## src/rtl/img_pkg.sv

```systemverilog
// Shared constants and types for the image RAM scheduler.
package img_pkg;

    localparam int IMG_W      = 320;
    localparam int IMG_H      = 240;
    localparam int IMG_PIXELS = IMG_W * IMG_H;
    localparam int ADDR_W     = 20;
    localparam int DATA_W     = 8;

    // Frame sequencing states; encoding is visible on the state output.
    typedef enum logic [1:0] {
        ST_IDLE = 2'd0,
        ST_LOAD = 2'd1,
        ST_PROC = 2'd2,
        ST_DONE = 2'd3
    } state_e;

endpackage

```

## src/rtl/img_ram_scheduler_rd_lat_pipe.sv

```systemverilog
// Read-return delay line: carries {valid, out-of-range} for RD_LAT cycles so
// the returned data lines up with the RAM read latency.
module rd_lat_pipe #(
    parameter int RD_LAT = 1
) (
    input  logic clk,
    input  logic reset,
    input  logic i_valid,
    input  logic i_oob,
    output logic o_valid,
    output logic o_oob
);

    logic [1:0] r_pipe [RD_LAT];

    // Shift stage 0 from the grant, later stages from their predecessor; reset flushes all.
    always_ff @(posedge clk) begin
        if (reset) begin
            for (int i = 0; i < RD_LAT; i++) begin
                r_pipe[i] <= 2'b00;
            end
        end else begin
            r_pipe[0] <= {i_valid, i_oob};
            for (int i = 1; i < RD_LAT; i++) begin
                r_pipe[i] <= r_pipe[i-1];
            end
        end
    end

    assign o_valid = r_pipe[RD_LAT-1][1];
    assign o_oob   = r_pipe[RD_LAT-1][0];

endmodule

```

## src/rtl/img_ram_scheduler.sv

```systemverilog
// Image RAM scheduler: arbitrates the single-port frame RAM between the
// loader write stream (never stalled, always wins) and the detection
// engine's reads, and sequences each frame IDLE -> LOAD -> PROC -> DONE.
module img_ram_scheduler
    import img_pkg::*;
#(
    parameter int ADDR_W     = img_pkg::ADDR_W,
    parameter int DATA_W     = img_pkg::DATA_W,
    parameter int IMG_PIXELS = img_pkg::IMG_PIXELS,
    parameter int RD_LAT     = 1
) (
    input  logic              clk,
    input  logic              reset,
    input  logic              ld_wr_en,
    input  logic [ADDR_W-1:0] ld_addr,
    input  logic [DATA_W-1:0] ld_data,
    input  logic              ld_done,
    input  logic              pe_rd_req,
    input  logic [ADDR_W-1:0] pe_rd_addr,
    output logic              pe_rd_gnt,
    output logic              pe_rd_valid,
    output logic [DATA_W-1:0] pe_rd_data,
    output logic              pe_start,
    input  logic              pe_done,
    output logic              ram_en,
    output logic              ram_we,
    output logic [ADDR_W-1:0] ram_addr,
    output logic [DATA_W-1:0] ram_wdata,
    input  logic [DATA_W-1:0] ram_rdata,
    output logic [1:0]        state,
    output logic              frame_ready,
    output logic [7:0]        frame_cnt,
    output logic              err_oob,
    output logic              err_overrun
);

    localparam logic [ADDR_W-1:0] LP_PIX = ADDR_W'(IMG_PIXELS);

    state_e            r_state;
    state_e            w_state_nxt;
    logic [ADDR_W-1:0] r_wr_cnt;
    logic [ADDR_W-1:0] w_wr_cnt_nxt;
    logic [ADDR_W-1:0] w_wr_cnt_inc;
    logic [7:0]        r_frame_cnt;
    logic [7:0]        w_frame_cnt_nxt;
    logic              r_pe_start;
    logic              r_frame_ready;
    logic              r_err_oob;
    logic              r_err_overrun;

    logic              w_wr_in_rng;
    logic              w_wr_acc;
    logic              w_rd_in_rng;
    logic              w_rd_gnt;
    logic              w_oob_seen;
    logic              w_pipe_valid;
    logic              w_pipe_oob;

    // Address qualification and arbitration: any loader strobe blocks the engine.
    assign w_wr_in_rng = (ld_addr < LP_PIX);
    assign w_wr_acc    = ld_wr_en && w_wr_in_rng;
    assign w_rd_in_rng = (pe_rd_addr < LP_PIX);
    assign w_rd_gnt    = pe_rd_req && !ld_wr_en && (r_state == ST_PROC);
    assign w_oob_seen  = (ld_wr_en && !w_wr_in_rng) || (w_rd_gnt && !w_rd_in_rng);

    // Saturating write counter step, so a stray extra write can never wrap it.
    assign w_wr_cnt_inc = (r_wr_cnt >= LP_PIX) ? LP_PIX : (r_wr_cnt + ADDR_W'(1));

    // RAM port mux: writes take the port; out-of-range accesses never enable the RAM.
    always_comb begin
        ram_en    = 1'b0;
        ram_we    = 1'b0;
        ram_addr  = pe_rd_addr;
        ram_wdata = ld_data;
        if (ld_wr_en) begin
            ram_addr = ld_addr;
            ram_en   = w_wr_acc;
            ram_we   = w_wr_acc;
        end else if (w_rd_gnt) begin
            ram_en   = w_rd_in_rng;
        end else begin
            ram_en   = 1'b0;
        end
    end

    // Frame sequencing: next state, write count and completed-frame count.
    always_comb begin
        w_state_nxt     = r_state;
        w_wr_cnt_nxt    = r_wr_cnt;
        w_frame_cnt_nxt = r_frame_cnt;
        case (r_state)
            ST_IDLE: begin
                if (ld_wr_en) begin
                    w_state_nxt  = ST_LOAD;
                    w_wr_cnt_nxt = w_wr_acc ? ADDR_W'(1) : ADDR_W'(0);
                end else begin
                    w_state_nxt  = ST_IDLE;
                end
            end
            ST_LOAD: begin
                if (w_wr_acc) begin
                    w_wr_cnt_nxt = w_wr_cnt_inc;
                end else begin
                    w_wr_cnt_nxt = r_wr_cnt;
                end
                // Full frame or loader end-of-file: whichever comes first, one transition.
                if ((w_wr_acc && (w_wr_cnt_inc == LP_PIX)) || ld_done) begin
                    w_state_nxt = ST_PROC;
                end else begin
                    w_state_nxt = ST_LOAD;
                end
            end
            ST_PROC: begin
                if (pe_done) begin
                    w_state_nxt     = ST_DONE;
                    w_frame_cnt_nxt = r_frame_cnt + 8'd1;
                end else begin
                    w_state_nxt     = ST_PROC;
                end
            end
            ST_DONE: begin
                if (ld_wr_en) begin
                    w_state_nxt  = ST_LOAD;
                    w_wr_cnt_nxt = w_wr_acc ? ADDR_W'(1) : ADDR_W'(0);
                end else begin
                    w_state_nxt  = ST_DONE;
                end
            end
            default: begin
                w_state_nxt = ST_IDLE;
            end
        endcase
    end

    // State and status registers; error flags are sticky until reset.
    always_ff @(posedge clk) begin
        if (reset) begin
            r_state       <= ST_IDLE;
            r_wr_cnt      <= '0;
            r_frame_cnt   <= 8'd0;
            r_pe_start    <= 1'b0;
            r_frame_ready <= 1'b0;
            r_err_oob     <= 1'b0;
            r_err_overrun <= 1'b0;
        end else begin
            r_state       <= w_state_nxt;
            r_wr_cnt      <= w_wr_cnt_nxt;
            r_frame_cnt   <= w_frame_cnt_nxt;
            r_pe_start    <= (w_state_nxt == ST_PROC) && (r_state != ST_PROC);
            r_frame_ready <= (w_state_nxt == ST_DONE);
            r_err_oob     <= r_err_oob | w_oob_seen;
            r_err_overrun <= r_err_overrun | (ld_wr_en && (r_state == ST_PROC));
        end
    end

    rd_lat_pipe #(
        .RD_LAT (RD_LAT)
    ) u_rd_lat_pipe (
        .clk     (clk),
        .reset   (reset),
        .i_valid (w_rd_gnt),
        .i_oob   (w_rd_gnt && !w_rd_in_rng),
        .o_valid (w_pipe_valid),
        .o_oob   (w_pipe_oob)
    );

    // Returned data is forced to zero for reads that were flagged out of range.
    always_comb begin
        if (w_pipe_oob) begin
            pe_rd_data = '0;
        end else begin
            pe_rd_data = ram_rdata;
        end
    end

    assign pe_rd_gnt   = w_rd_gnt;
    assign pe_rd_valid = w_pipe_valid;
    assign pe_start    = r_pe_start;
    assign state       = r_state;
    assign frame_ready = r_frame_ready;
    assign frame_cnt   = r_frame_cnt;
    assign err_oob     = r_err_oob;
    assign err_overrun = r_err_overrun;

endmodule

```

## config.mk

```make
export PLATFORM = sky130hd
export DESIGN_NAME = img_ram_scheduler
export DESIGN_NICKNAME = d
export VERILOG_FILES = /design/src/rtl/img_pkg.sv /design/src/rtl/img_ram_scheduler_rd_lat_pipe.sv /design/src/rtl/img_ram_scheduler.sv
export SDC_FILE = /design/constraint.sdc
export NUM_CORES = 1
export LEC_CHECK = 0
export ABC_AREA = 0
export CAP_MARGIN = 20
export CORE_UTILIZATION = 35
export CTS_CLUSTER_DIAMETER = 200
export DETAILED_ROUTE_END_ITERATION = 16
export PLACE_DENSITY = 0.7
export SYNTH_ARGS = -nofsm -noshare
export SYNTH_HDL_FRONTEND = slang
export SYNTH_SLANG_ARGS = --single-unit
```

## constraint.sdc

```tcl
create_clock -name clk -period 3 [get_ports clk]
set_input_delay 0.3 -clock clk [delete_from_list [all_inputs] [get_ports clk]]
set_output_delay 0.3 -clock clk [all_outputs]
set_load 0.05 [all_outputs]
```

* Word-level counts from Yosys, hierarchy flattened
Memories as Yosys holds them, arrays and structs flattened.
Cells that the tools add are included.
** Operators by class
- Add/sub/neg operators :: 2
- Multipliers :: 0
- Divide/modulo/power cells :: 0
- Magnitude comparators :: 3
- Equal/unequal tests :: 9
- Shift-type cells :: 0
- Multiplexer cells :: 20
- Bitwise gates (word level) :: 2
- Reductions and logical operators :: 19
** Operators with widths (number)
- $mux 20 :: 4
- $lt 20x17->1 const B :: 2
- $pmux 20 s2 :: 1
- $add 20x1->20 const B :: 1
- $eq 20x17->1 const B :: 1
- $ge 20x17->1 const B :: 1
- $mux 1 :: 10
- $add 8x1->8 const B :: 1
- $eq 2x2->1 const B :: 4
- $logic_and 1x1->1 :: 8
- $mux 8 :: 1
- $pmux 2 s4 :: 1
- $mux 2 :: 3
- $ne 2x2->1 const B :: 2
- $reduce_or 2->1 :: 2
- $logic_not 1->1 :: 3
- $reduce_and 3->1 :: 1
- $eq 2x1->1 const B :: 1
- $logic_not 2->1 :: 1
- $logic_or 1x1->1 :: 2
- $ne 2x1->1 const B :: 1
- $or 1x1->1 :: 2
- $reduce_and 2->1 :: 1
- $reduce_bool 2->1 :: 1
** Word-level totals
- Register bits after elaboration :: 34
- Latch bits :: 0
- RAM bits :: 2
- Memory bits (read-only) :: 0
- Input bits :: 62
- Output and inout bits :: 54
- Word-level logic and storage cells :: 63
- Memories kept :: 1
** Memories
- u_rd_lat_pipe.r_pipe :: words 1, bits a word 2, rd ports 1, clocked after Yosys merged registers in 0, write ports 1, RTL line img_ram_scheduler_rd_lat_pipe.sv:14 : logic [1:0] r_pipe [RD_LAT];

* Depth between registers and ports, before layout
Gate-level depths: netlist of the first run.
- Depth after elaboration :: 9
- Depth in mapped cells :: 9

* Cells and area by module
From an unflattened synthesis of the first run, not the netlist that was laid out.
** Unflattened totals
- Cells, all modules :: 312
- Area total of the unflattened synthesis :: 2575.0 µm²
** By module, submodules not included
- img_ram_scheduler :: instances 1, cells an instance 308, area each 2522.4 µm², sequential area each 680.7 µm²
- rd_lat_pipe :: instances 1, cells an instance 4, area each 52.6 µm², sequential area each 40.0 µm²

* Least setup slack after synthesis of the first run
No wires, ideal clock.
- Kind :: reg2reg
- Start :: register r_wr_cnt[1]
- End :: register r_pe_start, in the netlist pe_start
- Data arrival time :: 2.200 ns
- Path slack :: 0.713 ns
- Stages on the path, launching flop included :: 10
- Period minus slack after synthesis :: 2.287 ns
- Path through :: dfxtp_1 ha_1 and3_1 clkbuf_1 and4_1 or3b_1 and3_1 o31ai_2 o21a_2 nor4b_2
** On the way
- Cells in the longest elaborated chain, start to end :: 9
- Elaborated cells between the ends (all ways) :: 10
- Those cells by class :: add/sub (1); order compare (1); eq/ne (2); mux (3); reduce/logical (3)
** Ends and longest elaborated chain
- from (decl) :: RTL line img_ram_scheduler.sv:41 : logic [ADDR_W-1:0] r_wr_cnt;
- from (signal assigned) :: RTL line img_ram_scheduler.sv:147 : r_wr_cnt <= w_wr_cnt_nxt;
- $add 20x1->20 or $ge 20x17->1 (tied branches) :: RTL line img_ram_scheduler.sv:67 : assign w_wr_cnt_inc = (r_wr_cnt >= LP_PIX) ? LP_PIX : (r_wr_cnt + ADDR_W'(1));
- $mux 20 * :: RTL line img_ram_scheduler.sv:67
- $eq 20x17->1 * :: RTL line img_ram_scheduler.sv:107 : if ((w_wr_acc && (w_wr_cnt_inc == LP_PIX)) || ld_done) begin
- $logic_and 1x1->1 * :: RTL line img_ram_scheduler.sv:107
- $logic_or 1x1->1 * :: RTL line img_ram_scheduler.sv:107
- $mux 2 * :: RTL line img_ram_scheduler.sv:107
- $pmux 2 s4 * :: RTL line img_ram_scheduler.sv:91 : case (r_state)
- $eq 2x2->1 * :: RTL line img_ram_scheduler.sv:149 : r_pe_start <= (w_state_nxt == ST_PROC) && (r_state != ST_PROC);
- $logic_and 1x1->1 * :: RTL line img_ram_scheduler.sv:149
- to (signal assigned) :: RTL line img_ram_scheduler.sv:149
- to (decl) :: RTL line img_ram_scheduler.sv:46 : logic r_pe_start;
Mark *: on every way between the ends. The rest lies on a longest branch, timed or not.
A chain may end at the register's enable or synchronous reset.

* Worst setup path in the final report of the first run
- Start :: input port pe_rd_addr[10]
- End :: output port ram_en
** On the way
- Cells in the longest elaborated chain, start to end :: 3
** Ends and longest elaborated chain
- from (decl) :: RTL line img_ram_scheduler.sv:19 : input logic [ADDR_W-1:0] pe_rd_addr,
- $lt 20x17->1 :: RTL line img_ram_scheduler.sv:62 : assign w_rd_in_rng = (pe_rd_addr < LP_PIX);
- $mux 1 :: RTL line img_ram_scheduler.sv:79 : end else if (w_rd_gnt) begin
- $mux 1 :: RTL line img_ram_scheduler.sv:75 : if (ld_wr_en) begin
- to (decl) :: RTL line img_ram_scheduler.sv:25 : output logic ram_en,
Every way passes these cells.

==> results.toml, run 1 <==
[outcome]
outcome = "finished, violations left"
violations = "design-rule violations"

[yosys]
ys.flop_type = "dfxtp_1"
synthMuxAreaShare_pct = 9.51
syn_area_um2 = 2370
synth_fa_ha_area_share_pct = 3.70
async_reset_ff_share_pct = 0
synth_top_family_by_area = "simple AND/OR/NAND/NOR gates"
ys_ff_latch = 36
syn_inst = 292
synth.avg_cell_area_um2 = 8.11
yosysWarnings = 0
yosys.cell_types.count = 51
ys_seq_area_share_pct = 30.4
synth_compound_area_share_pct = 18.3
syn-num-nets = 361
synth_edf_count = 0
synth-simple-area-share_pct = 25.0
synth_xor_area_share_pct = 5.55
ys_top_cells_by_area = "dfxtp_1 (30%), mux2_2 (9.5%), o21ai_0 (5.5%)"
synth_area_leader_cell = "dfxtp_1"
synth_top_area_share_pct = 30.4

[die]
dieArea_um2 = 7100
die_h_um = 84.2
fp.coreArea_um2 = 6420
start_util_pct = 36.9
die_w_um = 84.2
rows = 29
io_pins = 116

[critical_path]
start_kind = "primary input"
worstPathRequired_ns = 2.70
cp.depth = 6
r2r_cells = 8
crit_fanout = 2
crit_top_cell = "a21o_1"
r2r_slack_ns = 0.54
max_stage_delay_ns = 0.63
rr_endpoint = "pe_start"
critPathTopFamily = "compound AO/OA/AOI/OAI gates"
crit_start = "pe_rd_addr[10]"
cp.arrival_ns = 2.23
worstPathCellList = "clkdlybuf4s50_1 > a21o_1 > a211o_1 > a2111oi_0 > a21o_1 > buf_12"
end_kind = "output port"
slowest_stage = "a2111oi_0"
path_class = "in2out"
critPathBufInv = 2
timing.rr.start = "r_wr_cnt[1]"
cp-endpoint = "ram_en"

[clock_network]
clkTransAtPathRegs_ns = 0.07
cts.path.max_buffers = 2
clock_sinks = 36
cts-hold-fix-buffers = 0
clock_latency_ns = 0.30
cts_resized = 0
postCtsSetupRepairBufs = 0
cts_max_level = 2
cts_tree = "yes"
clockRootBuffer = "clkbuf_8"
cts-buffers-inserted = 5

[sta]
min_period_over_period_pct = 84.5
tightestPinTransition_ns = 0.641
drv_slew = 0
fmax_mhz = 395
rsz0062_at_grt = "false"
hold_viol = 0
hold_slack_ns = 0.459
finClkSkew_ns = 0.00977
setup_tns_ns = 0
fin_crit_ns = 2.53
report.final.setup_viol = 0
slew_headroom_pct = 56.2

[global_routing]
grt_max_degree = 25
grt_use_total_pct = 19.2
grt_remaining_overflow = 0
first_global_vias = 2275
antenna_found_initial = 0
grt_first_pass_wirelength_um = 11000

[detailed_routing]
ant_nets = 0
wire_per_inst_um = 14.5
drtIter0Drc = 142
drt-vias-per-instance = 5.20
vias = 2375
drt-total-wl_um = 6640
drt_pass1_iterations = 10
drc = 10

[final_layout]
diodes = 0
drive_gt1_share_pct = 11.8
fill_cells = 594
fin_util_pct = 53.9
area_growth_pct = 46.2
final_nets = 448

[pwr]
power.internal_w = 0.000834
p_switching_w = 0.000404
p_comb_share_pct = 29.8
power_density_nw_per_um2 = 358
peakVddDrop_mv = 0.254
seqPwrFrac_pct = 39.6
p_leak_nw = 1.31
pwr-share-clk_pct = 30.6
swShare_pct = 32.6

[place]
hpwl_um = 5270
port_buffers = 99
gp_congestion = 0.861

[flow_run]
drv_cap = 0

[hold_path]
hp-class = "reg2reg"
state kept, by name (all words and copies together) (netlist names):
register              count
r_wr_cnt                 20
pe_start                  1
state                     2
err_oob                   1
frame_cnt                 8
err_overrun               1
u_rd_lat_pipe.r_pipe      2
frame_ready               1
Yosys cell counts (3+ instances only):
cell type	count
clkbuf_1	13
xnor2_1	7
ha_1	7
nand4_1	7
xor2_1	8
mux2_2	20
nor2b_1	10
dfxtp_1	36
a21oi_1	12
a21o_1	7
and3_1	6
and2_1	5
o21ai_0	26
nand2_1	21
buf_4	8
nor2_1	28
nand3_1	11
buf_6	3
inv_1	9
nor3_1	10
worst min-delay path by stage:
stage / endpoint / from / cells past startpoint
after detailed placement: r_wr_cnt[17] / r_wr_cnt[17] / 1
after CTS: r_wr_cnt[17] / r_wr_cnt[17] / 1
after global placement: r_wr_cnt[19] / r_wr_cnt[19] / 1
after global routing: r_wr_cnt[18] / r_wr_cnt[18] / 1
final: r_wr_cnt[18] / r_wr_cnt[18] / 1
after floorplan: u_rd_lat_pipe.r_pipe[0][0] / reset / 1
cell usage in the layout (no fill, tap or decap), types with 5 or more instances in the layout:
cell,Yosys,layout
nand3_1,11,11
nor2_1,28,28
and2_1,5,5
clkdlybuf4s50_1,0,95
ha_1,7,7
nand4_1,7,7
clkbuf_8,0,6
inv_1,9,9
a21oi_1,12,12
dfxtp_1,36,36
mux2_2,20,20
nand2_1,21,21
xor2_1,8,8
a21o_1,7,7
nor3_1,10,10
nor2b_1,10,10
o21ai_0,26,26
and3_1,6,6
xnor2_1,7,7
buf_4,8,7
metrics by stage:
step	setup WS, ns	total power (W)	cells	area (um2)
after floorplan	0.713	0.000738	292	2370
after global placement	0.426	0.000868	449	3360
after detailed placement	0.309	0.000870	449	3360
after CTS	0.464	0.00124	457	3460
after global routing	0.334	0.00128	457	3460
final	0.466	0.00124	457	3460
kinds of logic after synthesis:
kind of cell,after synthesis
AOI/OAI and AO/OA,67
adders and majority gates,7
DFF,36
and+or+nand+nor,114
buffers and inverters,33
xor gates and xnor gates,15
muxes,20
power by group through the flow:
| stage | Combinational, W | Sequential, W | Clock (W) |
|---|---|---|---|
| after global routing | 0.000392 | 0.000490 | 0.000397 |
| final | 0.000369 | 0.000490 | 0.000379 |
| after detailed placement | 0.000369 | 0.000501 | 0 |
| after CTS | 0.000370 | 0.000490 | 0.000382 |
| after global placement | 0.000367 | 0.000501 | 0 |
| after floorplan | 0.000228 | 0.000511 | 0 |
cell type report:
class / instances / area (um2) / area share, %
Multi-Input combinational cell: 223 / 1470 / 42.5
Clock inverter: 2 / 15.0 / 0.434
Tap cell: 77 / 96.3 / 2.78
Inverter: 9 / 33.8 / 0.976
Sequential cell: 36 / 721 / 20.8
Timing Repair Buffer: 104 / 1040 / 30.1
Clock buffer: 6 / 82.6 / 2.39
metal layers:
metal / vias up / global-route usage [%] / wire length [um] / part of all wire [%]
met1: 1095 / 23.9 / 3080 / 46
met4: 0 / 6.58 / 159 / 2.4
met3: 18 / 3.83 / 300 / 4.5
li1: 1204 / - / - / -
met2: 58 / 32.9 / 3090 / 47
met5: - / 0 / 0 / 0
worst register-to-register path, stage by stage, from the launching register on:
cell and delay (ns):
dfxtp_1 0.45, ha_1 0.31, and3_1 0.31, a21boi_0 0.15
a2111oi_2 0.32, o2111ai_1 0.20, o31ai_2 0.28, o21a_2 0.19
nor4b_2 0.17
Note: power is estimated with default switching activity, not from simulation.
==> run 2: changes to the inputs <==
Clock period 3 ns to 2.4 ns, I/O delays scaled along.
==> run 2 against run 1 <==
Against the previous run: the run still ends with design-rule violations left; die area did not move; final area grew 4.6%; first-iteration DRC count rose by 32%; wire length is 5.7% higher; clock skew down 0.0040 ns; flip-flop and latch count is the same; sequential power rose by 25%; critical path depth up 2; hold slack better by 0.0065 ns; setup slack got worse by 0.41 ns.
==> results.toml, run 2 (synthesis results as in run 1) <==
[critical_path]
end_kind = "flip-flop"
cp.arrival_ns = 2.55
path_class = "reg2reg"
rr_endpoint = "pe_start"
crit_start = "r_wr_cnt[1]"
slowest_stage = "a2111oi_4"
timing.rr.start = "r_wr_cnt[1]"
start_kind = "flip-flop"
r2r_slack_ns = 0.06
worstPathRequired_ns = 2.60
crit_fanout = 6
max_stage_delay_ns = 0.44
cp-endpoint = "pe_start"
worstPathCellList = "buf_4 > and4_4 > nand4_1 > a2111oi_4 > o2111ai_2 > o31ai_4 > o21a_2 > nor4b_2"
r2r_cells = 8

[clock_network]
clock_latency_ns = 0.28
clkTransAtPathRegs_ns = 0.07
clock_sinks = 36
clockRootBuffer = "clkbuf_8"
cts.path.max_buffers = 2
cts_tree = "yes"
cts_max_level = 2
cts-buffers-inserted = 5
cts-hold-fix-buffers = 0

[sta]
drv_slew = 0
fin_crit_ns = 2.34
finalWorstSetupSlack_ns = 0.0563
rsz0062_at_grt = "true"
fmax_mhz = 427
min_period_over_period_pct = 97.7
hold_viol = 0
tightestPinTransition_ns = 0.527
report.final.setup_viol = 0
finClkSkew_ns = 0.00575
slew_headroom_pct = 64.7

[place]
port_buffers = 99
gp_congestion = 0.857
hpwl_um = 5510
dp_slack_ns = -0.00579

[global_routing]
first_global_vias = 2300
grt_use_total_pct = 20.1
antenna_found_initial = 0
grt_remaining_overflow = 0
grt_max_degree = 25
grt_first_pass_wirelength_um = 11500

[die]
start_util_pct = 36.9
die_w_um = 84.2
dieArea_um2 = 7100
die_h_um = 84.2
fp.coreArea_um2 = 6420
rows = 29
io_pins = 116

[pwr]
p_comb_share_pct = 31.4
p_leak_nw = 1.43
power.internal_w = 0.00105
finalPower_w = 0.00153
power_density_nw_per_um2 = 424
seqPwrFrac_pct = 39.8
p_switching_w = 0.000481
peakVddDrop_mv = 0.268
swShare_pct = 31.3
pwr-share-clk_pct = 28.8

[final_layout]
fin_util_pct = 56.4
fill_cells = 581
layout_commonest_cell = "clkdlybuf4s50_1"
final_cell_mix = "clkdlybuf4s50_1 (76), buf_4 (43), dfxtp_1 (29)"
area_growth_pct = 52.9
diodes = 0
largest_reg_flops = 20
drive_gt1_share_pct = 23.1
regMostFlops = "r_wr_cnt"
final_nets = 466

[detailed_routing]
ant_nets = 0
drtIter0Drc = 188
vias = 2457
drt_pass1_iterations = 11
wire_per_inst_um = 14.8
drt-total-wl_um = 7020
drt-vias-per-instance = 5.17
drc = 10

[hold_path]
hp-class = "reg2reg"

[outcome]
outcome = "finished, violations left"
violations = "design-rule violations"

[flow_run]
drv_cap = 0
==> run 2: cell types whose count changed in the layout (fill, tap and decap cells not counted), moves of 2 or more <==
cell / delta
buf_4: +36
clkdlybuf4s50_1: -19
dfxtp_1: -7
dfxtp_2: +7
nor3_1: -3
nor3_2: +3
clkbuf_1: +2
clkinvlp_4: -2
==> run 2: area by class of cell <==
| cell class | instances | area (um2) | share of cell area (%) |
|---|---|---|---|
| Clock buffer | 8 | 90.1 | 2.49 |
| Inverter | 9 | 33.8 | 0.933 |
| Multi-Input combinational cell | 223 | 1530 | 42.2 |
| Sequential cell | 36 | 729 | 20.2 |
| Tap cell | 77 | 96.3 | 2.66 |
| Timing Repair Buffer | 122 | 1140 | 31.6 |
==> run 2: what timing repair did <==
item                       in CTS  in global routing
buffers inserted                0                  1
setup endpoints to repair       0                  3
gates resized for setup         0                 15
==> run 2: worst min path at each step <==
stage,startpoint,to,cells after the start
6_report,r_wr_cnt[19],r_wr_cnt[19],1
2_1_floorplan,reset,u_rd_lat_pipe.r_pipe[0][0],1
3_3_place_gp,r_wr_cnt[19],r_wr_cnt[19],1
3_5_place_dp,r_wr_cnt[19],r_wr_cnt[19],1
4_1_cts,r_wr_cnt[19],r_wr_cnt[19],1
5_1_grt,ld_data[5],ram_wdata[5],0
==> run 2: critical path: cells and delay by family (launching register included) <==
family | cells | cell delay [ns]
AO/OA/AOI/OAI | 4 | 1.22
buffers and inverters | 1 | 0.13
flip-flops | 1 | 0.36
AND/OR/NAND/NOR | 3 | 0.56
==> run 2: layer usage <==
metal / share of wire (%) / GRT usage (%) / vias to the layer above / routed length [um]
met5: 0 / 0 / - / 0
met4: 0.93 / 4.70 / 0 / 65
met3: 6.0 / 3.44 / 9 / 424
met2: 48 / 33.2 / 70 / 3400
met1: 45 / 27.3 / 1147 / 3130
li1: - / - / 1231 / -
==> run 2: metrics by stage <==
stage                     TNS (ns)  area (um2)  hold slack (ns)  std cells
after floorplan                  0        2370            0.329        292
after global placement           0        3460            0.435        466
after detailed placement  -0.00597        3460            0.458        466
after CTS                        0        3550            0.475        474
after global routing       -0.0448        3620            0.480        475
final                            0        3620            0.466        475
==> run 2: power by group through the flow <==
stage               Sequential, W  Clock, W  Combinational [W]
global placement         0.000623         0           0.000472
global route             0.000612  0.000487           0.000509
floorplan                0.000638         0           0.000285
finish                   0.000611  0.000442           0.000481
detailed placement       0.000624         0           0.000474
CTS                      0.000610  0.000456           0.000476
